`src/rtl/sorted_block_merger_if.sv`:
```
// Handshake bundle for sorted_block_merger: two 4-element input blocks plus the
// merged output stream. "slave" is the merger side, "master" is the surrounding logic.
interface sorted_block_merger_if #(
  parameter int unsigned N = 8
);
  logic [N-1:0] a1, a2, a3, a4;
  logic [N-1:0] b1, b2, b3, b4;
  logic         in_valid;
  logic         in_ready;
  logic [N-1:0] out_data;
  logic         out_valid;
  logic         out_ready;
  logic         out_last;

  modport slave (
    input  a1, a2, a3, a4, b1, b2, b3, b4, in_valid, out_ready,
    output in_ready, out_data, out_valid, out_last
  );

  modport master (
    output a1, a2, a3, a4, b1, b2, b3, b4, in_valid, out_ready,
    input  in_ready, out_data, out_valid, out_last
  );
endinterface

```
`src/rtl/sorted_block_merger.sv`:
```
// Merges two ascending 4-element blocks into one 8-beat ascending stream.
// Define MERGE_B2B_EN to accept the next block pair on the final beat (no idle bubble).
module sorted_block_merger #(
  parameter int unsigned N = 8
) (
  input logic                  clk,
  input logic                  rst,
  sorted_block_merger_if.slave io
);

  typedef enum logic {IDLE, MERGE} state_t;

  state_t       state;
  logic [N-1:0] bank_a [4];
  logic [N-1:0] bank_b [4];
  logic [2:0]   ptr_a, ptr_b, cnt;
  logic [N-1:0] head_a, head_b;
  logic         sel_a, fire, load;

  // Pointer bit 2 marks an exhausted bank; ties favour A to keep the merge stable.
  always_comb begin
    head_a = bank_a[ptr_a[1:0]];
    head_b = bank_b[ptr_b[1:0]];
    if (ptr_a[2])      sel_a = 1'b0;
    else if (ptr_b[2]) sel_a = 1'b1;
    else               sel_a = (head_a <= head_b);
  end

  assign io.out_valid = (state == MERGE);
  assign io.out_last  = (state == MERGE) && (cnt == 3'd7);
  assign io.out_data  = (state == MERGE) ? (sel_a ? head_a : head_b) : '0;
  assign fire         = io.out_valid & io.out_ready;

`ifdef MERGE_B2B_EN
  assign io.in_ready = (state == IDLE) | (fire & io.out_last);
`else
  assign io.in_ready = (state == IDLE);
`endif

  assign load = io.in_valid & io.in_ready;

  // A load coinciding with the last beat takes priority and restarts MERGE.
  always_ff @(posedge clk or posedge rst) begin
    if (rst) begin
      state <= IDLE;
      ptr_a <= '0;
      ptr_b <= '0;
      cnt   <= '0;
      for (int unsigned i = 0; i < 4; i++) begin
        bank_a[i] <= '0;
        bank_b[i] <= '0;
      end
    end else if (load) begin
      bank_a[0] <= io.a1;
      bank_a[1] <= io.a2;
      bank_a[2] <= io.a3;
      bank_a[3] <= io.a4;
      bank_b[0] <= io.b1;
      bank_b[1] <= io.b2;
      bank_b[2] <= io.b3;
      bank_b[3] <= io.b4;
      ptr_a     <= '0;
      ptr_b     <= '0;
      cnt       <= '0;
      state     <= MERGE;
    end else if (fire) begin
      if (sel_a) ptr_a <= ptr_a + 3'd1;
      else       ptr_b <= ptr_b + 3'd1;
      cnt <= cnt + 3'd1;
      if (io.out_last) state <= IDLE;
    end
  end

endmodule

```
`src/flat_wrapper.sv`:
```
// flat-port wrapper written by rule: the top's interface ports become plain ports
module sorted_block_merger_flat 
#(
  parameter int unsigned N = 8
)
  (clk, rst, io_a1, io_a2, io_a3, io_a4, io_b1, io_b2, io_b3, io_b4, io_in_valid, io_out_ready, io_in_ready, io_out_data, io_out_valid, io_out_last);
  sorted_block_merger_if #(.N(N)) io_i ();
  input logic clk;
  input logic rst;
  input wire logic [$bits(io_i.a1)-1:0] io_a1;
  input wire logic [$bits(io_i.a2)-1:0] io_a2;
  input wire logic [$bits(io_i.a3)-1:0] io_a3;
  input wire logic [$bits(io_i.a4)-1:0] io_a4;
  input wire logic [$bits(io_i.b1)-1:0] io_b1;
  input wire logic [$bits(io_i.b2)-1:0] io_b2;
  input wire logic [$bits(io_i.b3)-1:0] io_b3;
  input wire logic [$bits(io_i.b4)-1:0] io_b4;
  input wire logic [$bits(io_i.in_valid)-1:0] io_in_valid;
  input wire logic [$bits(io_i.out_ready)-1:0] io_out_ready;
  output wire logic [$bits(io_i.in_ready)-1:0] io_in_ready;
  output wire logic [$bits(io_i.out_data)-1:0] io_out_data;
  output wire logic [$bits(io_i.out_valid)-1:0] io_out_valid;
  output wire logic [$bits(io_i.out_last)-1:0] io_out_last;
  assign io_i.a1 = io_a1;
  assign io_i.a2 = io_a2;
  assign io_i.a3 = io_a3;
  assign io_i.a4 = io_a4;
  assign io_i.b1 = io_b1;
  assign io_i.b2 = io_b2;
  assign io_i.b3 = io_b3;
  assign io_i.b4 = io_b4;
  assign io_i.in_valid = io_in_valid;
  assign io_i.out_ready = io_out_ready;
  assign io_in_ready = io_i.in_ready;
  assign io_out_data = io_i.out_data;
  assign io_out_valid = io_i.out_valid;
  assign io_out_last = io_i.out_last;
  sorted_block_merger #(.N(N)) u_core (.clk(clk), .rst(rst), .io(io_i));
endmodule
```
`config.mk`:
```
export PLATFORM = sky130hd
export DESIGN_NAME = sorted_block_merger_flat
export DESIGN_NICKNAME = d
export VERILOG_FILES = /design/src/rtl/sorted_block_merger_if.sv /design/src/rtl/sorted_block_merger.sv /design/src/flat_wrapper.sv
export SDC_FILE = /design/constraint.sdc
export NUM_CORES = 1
export LEC_CHECK = 0
export ABC_AREA = 1
export CAP_MARGIN = 10
export CORE_ASPECT_RATIO = 1.2
export CORE_UTILIZATION = 48
export CTS_BUF_LIST = sky130_fd_sc_hd__clkbuf_2 sky130_fd_sc_hd__clkbuf_4 sky130_fd_sc_hd__clkbuf_8
export CTS_CLUSTER_SIZE = 20
export DETAILED_ROUTE_END_ITERATION = 6
export PLACE_DENSITY = 0.83
export SLEW_MARGIN = 20
export SYNTH_ARGS = -nofsm -noshare
export SYNTH_HDL_FRONTEND = slang
export SYNTH_SLANG_ARGS = --single-unit
```
`constraint.sdc`:
```
create_clock -name clk -period 2.2 [get_ports clk]
set_input_delay 0.33 -clock clk [delete_from_list [all_inputs] [get_ports clk]]
set_output_delay 0.33 -clock clk [all_outputs]
set_load 0.01 [all_outputs]
```
# == Word-level counts from Yosys, hierarchy flattened ==
# Index checks and enable logic that the tools add are counted.
# W data, S select, Z words.
# totals
reg_bits,74
latchBits,0
ramBits,0
romBits,0
inputBits,68
elab_cells,53
n_memories,0
# op_classes
addsub,3
mul,0
div_mod_pow,0
magnitude_cmp,3
eq_ne,2
shift,0
n_mux,21
bitwise,5
reduce_logical,7
# ops
operator,n
$mux W8,6
$bmux W8 S2,2
$mux W3,8
$add A3 B1 Y3 const B,3
$le A8 B8 Y1,1
$ge A3 B3 Y1 const B,2
$not A2 Y3,2
$reduce_and A2 Y1,3
$reduce_bool A2 Y1,3
$mux W1,5
$eq A3 B3 Y1 const B,1
$and A1 B1 Y1,2
$ne A2 B2 Y1 const B,1
$logic_and A1 B1 Y1,1
$not A1 Y1,1

# == Logic depth before layout (Yosys ltp) ==
# Gate-level depths: netlist (run 1).
# logic_depth
ltp_word,10
mapped_depth,18
mapped_depth_nobuf,17

# == Worst setup path before layout (run 1) ==
# No wires, ideal clock.
# synth_timing
path_type,reg2out
startpoint,reg u_core.ptr_b[0]
endpoint,out io_out_data[1]
arrival_ns,2.091
required_ns,1.870
path_slack_ns,-0.221
path_stages_with_launch,17
path_cell_list,dfrtp_1 -> buf_6 -> inv_4 -> buf_6 -> nand2_1 -> a32oi_1 -> inv_1 -> ha_1 -> a21oi_2 -> nor2_1 -> nor2_2 -> nand2_2 -> nand2_4 -> nand2_8 -> inv_8 -> nor2_2 -> nor2_2
# synth_between
elab_chain_cells,9
# synth_rtl
item,line_no,rtl
from (decl),sorted_block_merger.sv:16,"logic [2:0] ptr_a, ptr_b, cnt;"
from (signal assigned),sorted_block_merger.sv:68,else ptr_b <= ptr_b + 3'd1;
$not A2 Y3 (implied by the code) (*),sorted_block_merger.sv:23,head_b = bank_b[ptr_b[1:0]];
$bmux W8 S2 (*),sorted_block_merger.sv:23,
$mux W8 (implied by the code) (*) (2 in series),sorted_block_merger.sv:23,
$le A8 B8 Y1,sorted_block_merger.sv:26,else sel_a = (head_a <= head_b);
$mux W1,sorted_block_merger.sv:25,else if (ptr_b[2]) sel_a = 1'b1;
$mux W1,sorted_block_merger.sv:24,if (ptr_a[2]) sel_a = 1'b0;
$mux W8 (*) (2 in series),sorted_block_merger.sv:31,assign io.out_data = (state == MERGE) ? (sel_a ? head_a : head_b) : '0;
to (decl),flat_wrapper.sv:21,output wire logic [$bits(io_i.out_data)-1:0] io_out_data;
# Mark *: on every way between the ends. The rest lies on a longest branch, timed or not. The select of a mux whose other input is x is not followed.

# == Final worst setup path (run 1) ==
# layout_timing
startpoint,reg u_core.ptr_b[1]
endpoint,out io_out_data[4]
# The elaborated chain is that of the path after synthesis.

==> results.txt, run 1 <==
status - complete, but fails checks
failing checks - design-rule violations, negative setup slack
cell area after synthesis - 0.003895 mm^2
clock transition at the registers of the reported paths - 0.08 ns
overall track demand over capacity in global routing - 25.85%
crit path launch type - flop
Detail Placement HPWL - 6873 um
end of the critical path - io_out_data[4]
# DRC - 8
critical path capture point type - primary output
final count of pins violating max slew - 0
via-per-instance ratio - 5.308
total iterations of the first detailed-routing run - 7
f_max - 0.3110 GHz
fraction of power consumed by combinational cells - 65.4%
flop-to-flop setup slack - -0.55 ns
diode insertion count for antenna repair - 0
ratio of cells with drive above 1 in the final layout - 23.43%
Placed Instances - 700
setup clock skew after layout - 0.009023 ns
final-layout setup total negative slack - -10.35 ns
maximum fanout count along the critical path - 7
path type of the worst setup path - flop to primary output
worst r2r path cells - 17
CTS tree - done
Synth area leaders - sky130_fd_sc_hd__dfrtp_1, sky130_fd_sc_hd__nand2_1, sky130_fd_sc_hd__ha_1
routed via count - 3864
slew at the pin closest to its max-slew limit - 0.4243 ns
Warnings, synthesis - 0
global-route wire length before repair - 17080 um
largest vdd supply drop - 766.1 uV
RSZ-0062 raised after global routing - true
area fraction of the dominant cell type after synthesis - 47.54%
Placed Instance Area - 0.005122 mm^2
end of the worst register-to-register path - u_core.ptr_b[0]$_DFFE_PP0P_
Rows - 35
CTS sink count - 74
cell internal pwr - 5.755 mW
most numerous cell types in the synthesized netlist - sky130_fd_sc_hd__nand2_1, sky130_fd_sc_hd__dfrtp_1, sky130_fd_sc_hd__inv_1, sky130_fd_sc_hd__nand3_1, sky130_fd_sc_hd__o21ai_0
worst slew margin relative to its limit - 71.71%
area added between synthesis and finish - 45.33%
predominant post-synthesis flop cell - sky130_fd_sc_hd__dfrtp_1
worst reg2reg path startpoint - u_core.ptr_b[1]$_DFFE_PP0P_
global placement routability congestion - 0.8718
Post-Synthesis Mean Instance Area - 7.682 um^2
nets - 711
Fillers - 515
cell taking the most area after synthesis - sky130_fd_sc_hd__dfrtp_1
share of synthesized flip-flops with an asynchronous set or reset - 100.0%
count of endpoints failing hold in the final timing report - 0
Max-Cap Viols - 0
post-route fraction of the period consumed by the critical path - 146.2%
pin count of the biggest net entering global routing - 75
fraction of power consumed by the clock network - 10.9%
Flop pwr share - 23.7%
number of buffers inserted by hold repair at cts - 0
Core Footprint - 0.007751 mm^2
CP Data Required Time - 1.87 ns
source of the critical timing path - u_core.ptr_b[1]$_DFFE_PP0P_
power per unit of standard cell area - 1859 mW/mm^2
final instance area - 0.005660 mm^2
dominant cell by count in the synthesized netlist - sky130_fd_sc_hd__nand2_1
leakage power summed over all cells - 2.857 nW
total net switching power - 4.767 mW
initial antenna violation count - 0
clock tree buffer depth - 2
cell count after synthesis - 507
clock latency of the later-clocked register in the worst-skew pair - 0.36 ns
number of buffer cells added on primary ports - 78
syn nets - 587
First DRT Iteration DRCs - 273
number of distinct library cells after synthesis - 29
vertical extent of the die - 100.7 um
arrival time of data at the critical path endpoint - 2.89 ns
Post-Layout Cell Count - 728
clock period minus final worst setup slack - 3.216 ns
number of synthesized flops with an enable pin - 0
sw frac - 45.31%
class of the worst hold path - input port to asynchronous set/reset pin
Die X-Extent - 84.23 um
antenna viol nets, final - 0
deepest level of the CTS H-tree - 3
Routed WL - 11210 um
Hold Worst Slack - 0.3986 ns
Die Footprint - 0.008480 mm^2
mean routed wirelength per cell - 15.40 um
number of register bits inferred by synthesis - 74
Final WS setup - -1.016 ns
via count of the first global-routing pass - 3784
initial core utilization - 50.25%
sequential fraction of the synthesis area - 47.54%
clock buffer count from CTS - 9
root buffer cell - sky130_fd_sc_hd__clkbuf_8
grt total ovfl - 0
setup-violating endpoint count in the final report - 14
final core utilization - 73.03%
I/O Pins - 79
through the flow:
| stage | setup slack (ns) | total power, mW |
|---|---|---|
| floorplan | -0.1807 | 5.757 |
| global placement | -0.7558 | 7.770 |
| detailed placement | -0.8381 | 8.031 |
| CTS | -0.8621 | 9.314 |
| global route | -1.131 | 11.23 |
| finish | -1.016 | 10.52 |
layer usage:
metal | routed length, um | global-route usage [%] | vias up
li1 | - | - | 1827
met1 | 4274 | 30.49 | 1784
met2 | 5657 | 44.64 | 197
met3 | 753 | 5.651 | 56
met4 | 527 | 13.13 | 0
met5 | 0 | 0 | -
cells in the final DEF (no fill, tap or decap), types with 2 or more instances in the layout:
cell type                         instances
sky130_fd_sc_hd__a21oi_2                  3
sky130_fd_sc_hd__buf_6                    9
sky130_fd_sc_hd__nand2_4                  4
sky130_fd_sc_hd__buf_2                    8
sky130_fd_sc_hd__nand2_8                  2
sky130_fd_sc_hd__nand3_1                 20
sky130_fd_sc_hd__a21oi_1                 12
sky130_fd_sc_hd__clkdlybuf4s50_1         70
sky130_fd_sc_hd__a21oi_4                  2
sky130_fd_sc_hd__clkinvlp_4               3
sky130_fd_sc_hd__buf_4                   44
sky130_fd_sc_hd__inv_1                   27
sky130_fd_sc_hd__a32oi_4                  3
sky130_fd_sc_hd__ha_1                     7
sky130_fd_sc_hd__clkbuf_8                12
sky130_fd_sc_hd__nand2_1                246
sky130_fd_sc_hd__nor2_2                  14
sky130_fd_sc_hd__o21ai_0                 20
sky130_fd_sc_hd__nand2_2                  7
sky130_fd_sc_hd__a32oi_2                  4
sky130_fd_sc_hd__nor2_4                   5
sky130_fd_sc_hd__nand3_2                  4
sky130_fd_sc_hd__buf_12                   6
sky130_fd_sc_hd__ha_4                     5
sky130_fd_sc_hd__nor2_1                   6
sky130_fd_sc_hd__inv_2                    6
sky130_fd_sc_hd__dfrtp_1                 74
sequential cells by signal, summed over array words and instances (netlist names):
name and flops:
u_core.io.out_valid 1, u_core.cnt 3, u_core.ptr_b 3, u_core.bank_b 32, u_core.ptr_a 3, u_core.bank_a 32
final cells by class:
cell class	instances	area, um^2	share of cell area [%]
multi-input cells	372	2016	35.61
flip-flops and latches	74	1852	32.71
repair buffers	137	1292	22.83
clock buffers	13	172.7	3.050
inverters	37	166.4	2.940
well taps	92	115.1	2.034
clock inverters	3	46.29	0.8179
kinds of logic (layout without fill, tap and decap cells):
family	after synthesis	after routing	synth area share, %
simple gates	309	310	32.99
flops	74	74	47.54
buf+inv	62	190	7.870
compound gates	49	49	7.517
fa+ha+maj	12	12	3.855
xor+xnor	1	1	0.2249
worst min path at each step:
stage                                        from                            end  slack, ns  cells past startpoint
finish                                        rst  u_core.bank_b[25]$_DFFE_PP0P_       0.40                      3
global route                                  rst   u_core.bank_b[9]$_DFFE_PP0P_       0.46                      3
CTS                                           rst   u_core.bank_b[9]$_DFFE_PP0P_       0.44                      3
detailed placement  u_core.bank_a[16]$_DFFE_PP0P_  u_core.bank_a[16]$_DFFE_PP0P_       0.46                      2
global placement    u_core.bank_a[16]$_DFFE_PP0P_  u_core.bank_a[16]$_DFFE_PP0P_       0.46                      2
floorplan                                io_a4[0]   u_core.bank_a[0]$_DFFE_PP0P_       0.44                      2
worst max-delay path: stages, from the launching register on:
cell	delay [ns]
sky130_fd_sc_hd__dfrtp_1	0.40
sky130_fd_sc_hd__clkinvlp_4	0.23
sky130_fd_sc_hd__buf_6	0.20
sky130_fd_sc_hd__a32oi_4	0.25
sky130_fd_sc_hd__inv_1	0.11
sky130_fd_sc_hd__ha_4	0.28
sky130_fd_sc_hd__nand2_2	0.07
sky130_fd_sc_hd__nor2_4	0.17
sky130_fd_sc_hd__nand2_2	0.10
sky130_fd_sc_hd__nand2_4	0.12
sky130_fd_sc_hd__nand2_4	0.09
sky130_fd_sc_hd__nand3_2	0.10
sky130_fd_sc_hd__nand2_1	0.07
sky130_fd_sc_hd__nor2_2	0.17
sky130_fd_sc_hd__buf_2	0.15
power groups by stage:
stage	sequential, mW	combinational (mW)	clock, mW
after floorplan	2.29	3.47	0
after global placement	2.42	5.35	0
after detailed placement	2.45	5.59	0
after CTS	2.45	5.72	1.15
after global routing	2.53	7.48	1.22
final	2.49	6.89	1.15
what timing repair did:
action / in CTS / in global routing
setup endpoints to repair: 14 / 14
gates cloned: 1 / 0
buffers inserted: 7 / 4
pin swaps: 16 / 15
gates resized for setup: 51 / 34
Power figures use the tool's default switching activity.
==> inputs of run 2 (changes only) <==
CORE_UTILIZATION = 50   (was 48)
DONT_BUFFER_PORTS = 1   (was not set)
PLACE_DENSITY = 0.73   (was 0.83)
==> run 2 against run 1 <==
The run ends with negative setup slack left. Sequential power is 2% lower. Critical path depth did not move. Design area down 19%. Global-route usage is 3.1 points lower. Critical path type unchanged.
==> results.txt, run 2 (synthesis results as in run 1) <==
Crit-path slowest cell - sky130_fd_sc_hd__dfrtp_2
critical path capture point type - primary output
diode insertion count for antenna repair - 0
leading cell type in the layout, fill and taps excluded - sky130_fd_sc_hd__nand2_1
cells along the critical path - clkinvlp_4, buf_6, a32oi_2, inv_2, ha_4, nand2_4, nor2_4, nand2_2, nand2_4, nand2_8, nand2_8, clkinv_8, nor2_2, nor2_4
routed via count - 3294
total iterations of the first detailed-routing run - 4
setup-violating endpoint count in the final report - 14
total net switching power - 4.207 mW
I/O Pins - 79
power per unit of standard cell area - 1967 mW/mm^2
CTS tree - done
via-per-instance ratio - 5.245
pin count of the biggest net entering global routing - 69
status - complete, but fails checks
number of buffer cells added on primary ports - 0
cell internal pwr - 4.858 mW
flop-to-flop setup slack - -0.24 ns
Core Footprint - 0.007402 mm^2
clock latency of the later-clocked register in the worst-skew pair - 0.35 ns
final count of pins violating max slew - 0
antenna viol nets, final - 0
nets - 613
Rows - 34
RSZ-0062 raised after global routing - true
leakage power summed over all cells - 2.407 nW
fraction of power consumed by the clock network - 11.6%
Detail Placement HPWL - 6172 um
Placed Instance Area - 0.004182 mm^2
worst slew margin relative to its limit - 55.37%
global-route wire length before repair - 14200 um
First DRT Iteration DRCs - 185
Storage cell area - 0.001854 mm^2
area added between synthesis and finish - 18.34%
final-layout setup total negative slack - -7.436 ns
Die Footprint - 0.008148 mm^2
via count of the first global-routing pass - 3204
grt total ovfl - 0
maximum fanout count along the critical path - 8
clock tree buffer depth - 2
overall track demand over capacity in global routing - 22.73%
post-route fraction of the period consumed by the critical path - 135.1%
clock buffer count from CTS - 9
path type of the worst setup path - flop to primary output
largest registers ranked by flip-flop count - u_core.bank_a: 32 flops, u_core.bank_b: 32 flops
ratio of cells with drive above 1 in the final layout - 20.07%
slew at the pin closest to its max-slew limit - 0.6695 ns
clock period minus final worst setup slack - 2.973 ns
Fillers - 628
f_max - 0.3363 GHz
CTS sink count - 74
# DRC - 0
Max-Cap Viols - 0
Die X-Extent - 82.57 um
Final WS setup - -0.7732 ns
arrival time of data at the critical path endpoint - 2.64 ns
count of endpoints failing hold in the final timing report - 0
commonest non-fill, non-tap cells in the layout - sky130_fd_sc_hd__nand2_1, sky130_fd_sc_hd__dfrtp_1, sky130_fd_sc_hd__buf_4
failing checks - negative setup slack
fraction of power consumed by combinational cells - 61.5%
initial core utilization - 52.62%
global placement routability congestion - 0.8066
largest vdd supply drop - 1087 uV
crit path launch type - flop
final instance area - 0.004609 mm^2
combined area of the multi-input logic cells - 0.001938 mm^2
Critical Path Max Stage Delay - 0.44 ns
CP Data Required Time - 1.87 ns
root buffer cell - sky130_fd_sc_hd__clkbuf_8
deepest level of the CTS H-tree - 3
vertical extent of the die - 98.69 um
sw frac - 46.41%
mean routed wirelength per cell - 14.29 um
Routed WL - 8972 um
Flop pwr share - 26.9%
initial antenna violation count - 0
class of the worst hold path - input port to flop
setup clock skew after layout - 0.01593 ns
clock transition at the registers of the reported paths - 0.09 ns
==> run 2: cell types whose count changed in the layout (fill, tap and decap cells not counted), sizes merged <==
cell / change
buf: -30
clkinv: +2
inv: +1
clkinvlp: +1
clkbuf: -3
dlygate4sd3: +1
clkdlybuf4s50: -70
==> run 2: per-layer routing <==
layer / part of all wire [%] / GRT usage [%] / vias up
li1: - / - / 1633
met1: 43 / 28.11 / 1542
met2: 49 / 37.64 / 95
met3: 5.2 / 4.630 / 24
met4: 2.6 / 10.21 / 0
met5: 0 / 0 / -
==> run 2: path summary, 6_finish.rpt <==
check	from	cells after the start	endpoint
setup / recovery	u_core.ptr_b[1]$_DFFE_PP0P_	14	io_out_data[0]
hold / removal	io_a4[2]	2	u_core.bank_a[2]$_DFFE_PP0P_
setup reg to reg	u_core.ptr_b[1]$_DFFE_PP0P_	15	u_core.ptr_a[0]$_DFFE_PP0P_
hold reg to reg	u_core.bank_b[16]$_DFFE_PP0P_	2	u_core.bank_b[16]$_DFFE_PP0P_
max in group asynchronous	rst	3	u_core.bank_a[27]$_DFFE_PP0P_
min in group asynchronous	rst	2	u_core.bank_b[9]$_DFFE_PP0P_
==> run 2: critical path, delay by kind of cell, from the launching register on <==
kind / cells / cell delay, ns
AO/OA/AOI/OAI: 1 / 0.25
AND/OR/NAND/NOR: 8 / 0.76
adder cells (fa/ha/maj): 1 / 0.27
buffers and inverters: 4 / 0.56
flip-flops: 1 / 0.44
==> run 2: area by class of cell <==
cell class	count	area share, %
inverter	37	3.556
clock inverter	6	1.412
clock buffer	10	2.850
tap	90	2.443
multi-input combinational	372	42.05
timing repair inverter	1	0.1629
sequential	74	40.23
timing repair buffer	38	7.302
==> run 2: repair_timing <==
action                                  CTS  global route
endpoints found under the setup margin   14            14
resized for setup                        15            21
hold buffers                              1             0
cloned                                    2             0
setup buffers                             4             1
hold endpoints to repair                 27             0
pin swaps                                10            12
==> run 2: metrics by stage <==
step | utilization, % | instances | hold slack, ns | setup slack, ns | total power [mW]
finish | 62.27 | 628 | 0.08699 | -0.7732 | 9.065
global route | 62.27 | 628 | 0.08339 | -0.8735 | 9.836
CTS | 60.83 | 627 | 0.07921 | -0.7068 | 8.568
detailed placement | 56.49 | 604 | 0.3030 | -0.3644 | 7.018
global placement | 56.49 | 604 | 0.3003 | -0.2851 | 6.854
floorplan | - | 507 | 0.4396 | -0.1807 | 5.757
==> run 2: power groups by stage <==
| stage | logic (mW) | registers (mW) | clock network (mW) |
|---|---|---|---|
| detailed placement | 4.59 | 2.43 | 0 |
| global route | 6.21 | 2.51 | 1.12 |
| global placement | 4.44 | 2.42 | 0 |
| floorplan | 3.47 | 2.29 | 0 |
| CTS | 5.07 | 2.43 | 1.07 |
| finish | 5.57 | 2.44 | 1.05 |
==> inputs of run 3 (changes only) <==
ABC_AREA = 0   (was 1)
==> run 3 against run 2 <==
The run still ends with negative setup slack left. Sequential share of layout area is 0.57 points higher. Core utilization grew 2.8 points. Combinational power shrank 5.7%. Maximum frequency decreased by 10%. Design area fell by 1.5%. Via count fell by 13%. Setup slack worse by 0.34 ns. Synthesized cell count shrank 22%. Routed wire length decreased by 2.3%. Synthesized area is 5.5% lower.
==> results.txt, run 3 <==
status - complete, but fails checks
failing checks - negative setup slack
total iterations of the first detailed-routing run - 4
deepest level of the CTS H-tree - 3
via count of the first global-routing pass - 2780
final instance area - 0.004542 mm^2
cell count after synthesis - 397
Die Footprint - 0.007710 mm^2
met1 usage in global routing - 31.77%
number of buffer cells added on primary ports - 0
routing usage on met3 - 4.929%
Placed Instance Area - 0.004041 mm^2
maximum fanout count along the critical path - 6
clock tree buffer depth - 2
pre-CTS worst setup slack - -0.9599 ns
Max-Cap Viols - 0
vertical extent of the die - 95.99 um
count of endpoints failing hold in the final timing report - 0
grt total ovfl - 0
CTS tree - done
First DRT Iteration DRCs - 197
CTS sink count - 74
leakage power summed over all cells - 2.230 nW
area fraction of the dominant cell type after synthesis - 50.31%
via-per-instance ratio - 5.526
number of register bits inferred by synthesis - 74
met2 usage in global routing - 40.38%
# DRC - 0
leading cell type in the layout, fill and taps excluded - sky130_fd_sc_hd__nand2_1
root buffer cell - sky130_fd_sc_hd__clkbuf_8
CP Data Required Time - 1.87 ns
number of synthesized flops with an enable pin - 0
Detail Placement HPWL - 5905 um
mean routed wirelength per cell - 16.95 um
antenna viol nets, final - 0
most numerous cell types in the synthesized netlist - sky130_fd_sc_hd__nand2_1, sky130_fd_sc_hd__dfrtp_1, sky130_fd_sc_hd__clkbuf_1, sky130_fd_sc_hd__mux4_2, sky130_fd_sc_hd__inv_1
Post-Synthesis Mean Instance Area - 9.272 um^2
Die X-Extent - 80.33 um
clock buffer count from CTS - 9
global placement routability congestion - 0.8812
cell taking the most area after synthesis - sky130_fd_sc_hd__dfrtp_1
clock period minus final worst setup slack - 3.318 ns
commonest non-fill, non-tap cells in the layout - sky130_fd_sc_hd__nand2_1, sky130_fd_sc_hd__dfrtp_1, sky130_fd_sc_hd__buf_4
Final WS setup - -1.118 ns
critical path capture point type - primary output
setup-violating endpoint count in the final report - 14
ratio of cells with drive above 1 in the final layout - 24.42%
initial core utilization - 52.75%
path type of the worst setup path - flop to primary output
Warnings, synthesis - 0
area added between synthesis and finish - 23.39%
number of distinct library cells after synthesis - 29
slew at the pin closest to its max-slew limit - 0.7624 ns
final core utilization - 65.09%
largest registers ranked by flip-flop count - u_core.bank_a: 32 flops, u_core.bank_b: 32 flops
class of the worst hold path - input port to flop
Routed WL - 8763 um
I/O Pins - 79
Fillers - 535
dominant cell by count in the synthesized netlist - sky130_fd_sc_hd__nand2_1
final count of pins violating max slew - 0
routed via count - 2857
overall track demand over capacity in global routing - 25.11%
f_max - 0.3014 GHz
Rows - 33
largest vdd supply drop - 821.8 uV
cell area after synthesis - 0.003681 mm^2
Top Usage Layer GRT - met2
syn nets - 477
nets - 505
global-route wire length before repair - 13920 um
crit path launch type - flop
initial antenna violation count - 0
diode insertion count for antenna repair - 0
setup clock skew after layout - 0.007391 ns
RSZ-0062 raised after global routing - true
predominant post-synthesis flop cell - sky130_fd_sc_hd__dfrtp_1
worst slew margin relative to its limit - 49.07%
post-route fraction of the period consumed by the critical path - 150.8%
share of synthesized flip-flops with an asynchronous set or reset - 100.0%
Synth area leaders - sky130_fd_sc_hd__dfrtp_1, sky130_fd_sc_hd__nand2_1, sky130_fd_sc_hd__mux4_2
pin count of the biggest net entering global routing - 71
arrival time of data at the critical path endpoint - 2.99 ns
Core Footprint - 0.006978 mm^2
clock latency of the later-clocked register in the worst-skew pair - 0.35 ns
sequential fraction of the synthesis area - 50.31%
power per unit of standard cell area - 1971 mW/mm^2
clock transition at the registers of the reported paths - 0.08 ns
[run 3: per-stage QoR]
step                      TNS (ns)  cells  total power, mW  hold slack [ns]
after detailed placement    -9.919    489            6.702           0.3673
after global routing        -13.11    517            9.557          0.04657
after global placement      -9.092    489            6.503           0.3499
final                       -11.86    517            8.953          0.05443
after floorplan             -6.356    397            5.392           0.4147
after CTS                   -10.39    514            8.678          0.03661
[run 3: kinds of logic after synthesis]
logic type	Yosys count	share of synthesized area, %
buffers and inverters	33	3.467
adder cells (fa/ha/maj)	12	4.079
multiplexers	28	13.05
flip-flops	74	50.31
AO/OA/AOI/OAI	18	3.943
AND/OR/NAND/NOR	232	25.15
[run 3: repair_timing]
action	in CTS	in global routing
pin swaps	10	7
hold buffers	1	0
endpoints found under the hold margin	33	0
buffers inserted	10	3
endpoints found under the setup margin	14	14
cloned	0	0
resized for setup	23	7
[run 3: path summary, 6_finish.rpt]
check | cells after the start | to | from | slack, ns
setup / recovery | 9 | io_out_data[1] | u_core.ptr_a[0]$_DFFE_PP0P_ | -1.12
hold / removal | 1 | u_core.io.out_valid$_DFFE_PP0P_ | io_out_ready | 0.05
max in group asynchronous | 3 | u_core.ptr_b[1]$_DFFE_PP0P_ | rst | 0.96
hold reg to reg | 2 | u_core.bank_b[16]$_DFFE_PP0P_ | u_core.bank_b[16]$_DFFE_PP0P_ | 0.47
setup reg to reg | 12 | u_core.ptr_a[0]$_DFFE_PP0P_ | u_core.ptr_a[0]$_DFFE_PP0P_ | -0.72
min in group asynchronous | 2 | u_core.bank_a[9]$_DFFE_PP0P_ | rst | 0.59
[run 3: report_power, final]
group          internal, mW  leakage, nW  switching (mW)
Sequential             2.04        0.915           0.482
Combinational          2.70         1.21            2.55
Clock                 0.671        0.109           0.514
Total                  5.41         2.23            3.55
[run 3: per-layer routing]
| layer | wire, um | part of all wire [%] | vias up |
|---|---|---|---|
| met5 | 0 | 0 | - |
| met4 | 340 | 3.9 | 0 |
| met3 | 427 | 4.9 | 29 |
| met2 | 4355 | 50 | 93 |
| met1 | 3641 | 42 | 1398 |
| li1 | - | - | 1337 |
[run 3: area by class of cell]
class	count	area, um^2	share of cell area [%]
clock buffers	10	137.6	3.030
clock inverters	6	88.84	1.956
inverters	13	52.55	1.157
multi-input cells	290	1961	43.17
flip-flops and latches	74	1853	40.80
well taps	87	108.9	2.397
repair buffers	37	340.3	7.493
[run 3: worst max-delay path, stage by stage, from the launching register on]
cell	delay (ns)
sky130_fd_sc_hd__dfrtp_1	0.42
sky130_fd_sc_hd__buf_12	0.14
sky130_fd_sc_hd__mux4_2	0.54
sky130_fd_sc_hd__ha_4	0.30
sky130_fd_sc_hd__nand4_1	0.17
sky130_fd_sc_hd__nor3b_2	0.31
sky130_fd_sc_hd__a21boi_4	0.27
sky130_fd_sc_hd__nor3_4	0.07
sky130_fd_sc_hd__buf_6	0.17
sky130_fd_sc_hd__mux2i_4	0.22
==> RTL change: new RTL, flow settings as in run 3 <==
Reset style: synchronous (`rst`), changed in one clocked block.
--- a/src/rtl/sorted_block_merger.sv
+++ b/src/rtl/sorted_block_merger.sv
@@ -40,7 +40,7 @@
   assign load = io.in_valid & io.in_ready;
 
   // A load coinciding with the last beat takes priority and restarts MERGE.
-  always_ff @(posedge clk or posedge rst) begin
+  always_ff @(posedge clk) begin
     if (rst) begin
       state <= IDLE;
       ptr_a <= '0;
Function: differs if rst is asserted again (counterexample within 4 cycles, from zero or initial values and one cycle with rst high); with rst held inactive, the same outputs for 4 cycles.
==> RTL change against run 3 <==
- synthesized area rose by 1.2%
- synthesized cell count fell by 31%
- core utilization fell by 3.6 points
- routed wire length fell by 21%
- sequential cell count rose by 4
- worst setup slack improved by 170 ps
- cell area fell by 2.1%
- the flow still finishes with violations (negative setup slack)
- first-iteration DRC count fell by 27%
- cell count fell by 24%
- sequential share of layout area rose by 8.9 points
Power is not compared: it rests on default switching activity, and its combinational part moved more than twofold at a synthesized area within 25%.
==> RTL change: results (changes against run 3) <==
Outcome: complete, but fails checks (unchanged)
Failing checks: negative setup slack (unchanged)
Met2 routed wirelength: 3.72 mm (was 4.36 mm)
Post-CTS Setup Inserts: 4 (was 10)
All-layer global routing usage: 19.4% (was 25.1%)
Setup TNS: -11630 ps (was -11860 ps)
M2 GR Usage: 33.5% (was 40.4%)
Power Total: 3.25 mW
Crit-path slowest cell: mux4_2 (unchanged)
Inst Count DP: 372 (was 489)
Worst r2r path cells: 10 (was 12)
Vias per inst: 5.37 (was 5.53)
Synth Area per Inst: 13.6 um^2 (was 9.27 um^2)
Hold Path Origin: rst (was io_out_ready)
Termination of the worst setup path: io_out_data[6] (was io_out_data[1])
WL/cell: 17.6 um (was 16.9 um)
Post-CTS sizing: 20 (was 23)
Initial antenna violation count: 0 (unchanged)
Routing usage on met1: 22.3% (was 31.8%)
Rel. slew slack: 36.8% (was 49.1%)
Area after DPL: 4070 um^2 (was 4040 um^2)
Worst hold slack: 39.7 ps (was 54.4 ps)
Routability cong.: 0.815 (was 0.881)
Part of the power in registers: 53.3%
Syn_nets: 354 (was 477)
Synth area leaders: edfxtp_1 52%, and2_1 11%, mux4_2 9.7% (was dfrtp_1 50%, nand2_1 22%, mux4_2 9.8%)
Share of cells above drive strength 1: 30.6% (was 24.4%)
FF-to-FF setup slack: -610 ps (was -720 ps)
Inserted Clock Buffers: 9 (unchanged)
Hold path depth: 1 (unchanged)
Max incr delay on CP: 570 ps (was 540 ps)
Number of global-route vias before repair: 2168 (was 2780)
Asr flop ratio synth: 0% (was 100%)
Post-DP HPWL: 4.83 mm (was 5.90 mm)
Endpoints failing setup: 18 (was 14)
Reg2Reg Capture Point: u_core.ptr_a[1]$_SDFFE_PP0P_ (was u_core.ptr_a[0]$_DFFE_PP0P_)
Post-synth EDFFs: 64 (was 0)
FILL cells: 561 (was 535)
Fin Clk Skew: 6.76 ps (was 7.39 ps)
Wire length on met3: 218 um (was 427 um)
Final wirelength: 6.93 mm (was 8.76 mm)
Worst setup slack after layout: -950 ps (was -1120 ps)
Post-synth cell types: 30 (was 29)
Worst Setup Slack post-DPL: -682 ps (was -960 ps)
ANT cells: 0 (unchanged)
Top cells by count, synth: 65 x and2_1, 64 x edfxtp_1, 32 x nand2_1 (was 218 x nand2_1, 74 x dfrtp_1, 16 x clkbuf_1, 16 x mux4_2, 13 x inv_1)
Metal-1 WL: 2.77 mm (was 3.64 mm)
GR met3 Demand/Resource: 3.38% (was 4.93%)
Critical path peak fanout: 8 (was 6)
Pin count of the biggest net entering global routing: 66 (was 71)
# DRC: 0 (unchanged)
Hold Path Sink: u_core.io.out_valid$_SDFFE_PP0P_ (was u_core.io.out_valid$_DFFE_PP0P_)
Sequential area share after synthesis: 59.1% (was 50.3%)
1st-iter DRT viols: 144 (was 197)
# nets final: 379 (was 505)
Worst path arrival time: 2820 ps (was 2990 ps)
Global-route wire length before repair: 10.5 mm (was 13.9 mm)
==> RTL change: cell count changes after synthesis, sizes merged, moves of 2 or more <==
cell / change
a21oi: +3
clkbuf: -7
and4: +2
dfxtp: +14
nand2: -186
a22o: -2
dfrtp: -74
and2: +64
mux2i: +2
edfxtp: +64
nor2b: -2
==> RTL change: area by class of cell <==
cell class | instances | area (um^2) | share of cell area, %
inverters | 12 | 48.8 | 1.10
well taps | 90 | 113 | 2.53
repair buffers | 26 | 231 | 5.21
clock inverters | 6 | 37.5 | 0.845
clock buffers | 10 | 131 | 2.96
multi-input cells | 172 | 1680 | 37.7
flip-flops and latches | 78 | 2210 | 49.7
==> RTL change: logic make-up after synthesis <==
group           count (synthesis)  share of synthesized area (%)
fa+ha+maj                      12                           4.03
xor+xnor                        1                          0.235
simple gates                  112                           17.3
flops                          78                           59.1
mux                            30                           13.4
buf+inv                        24                           2.52
compound gates                 17                           3.39
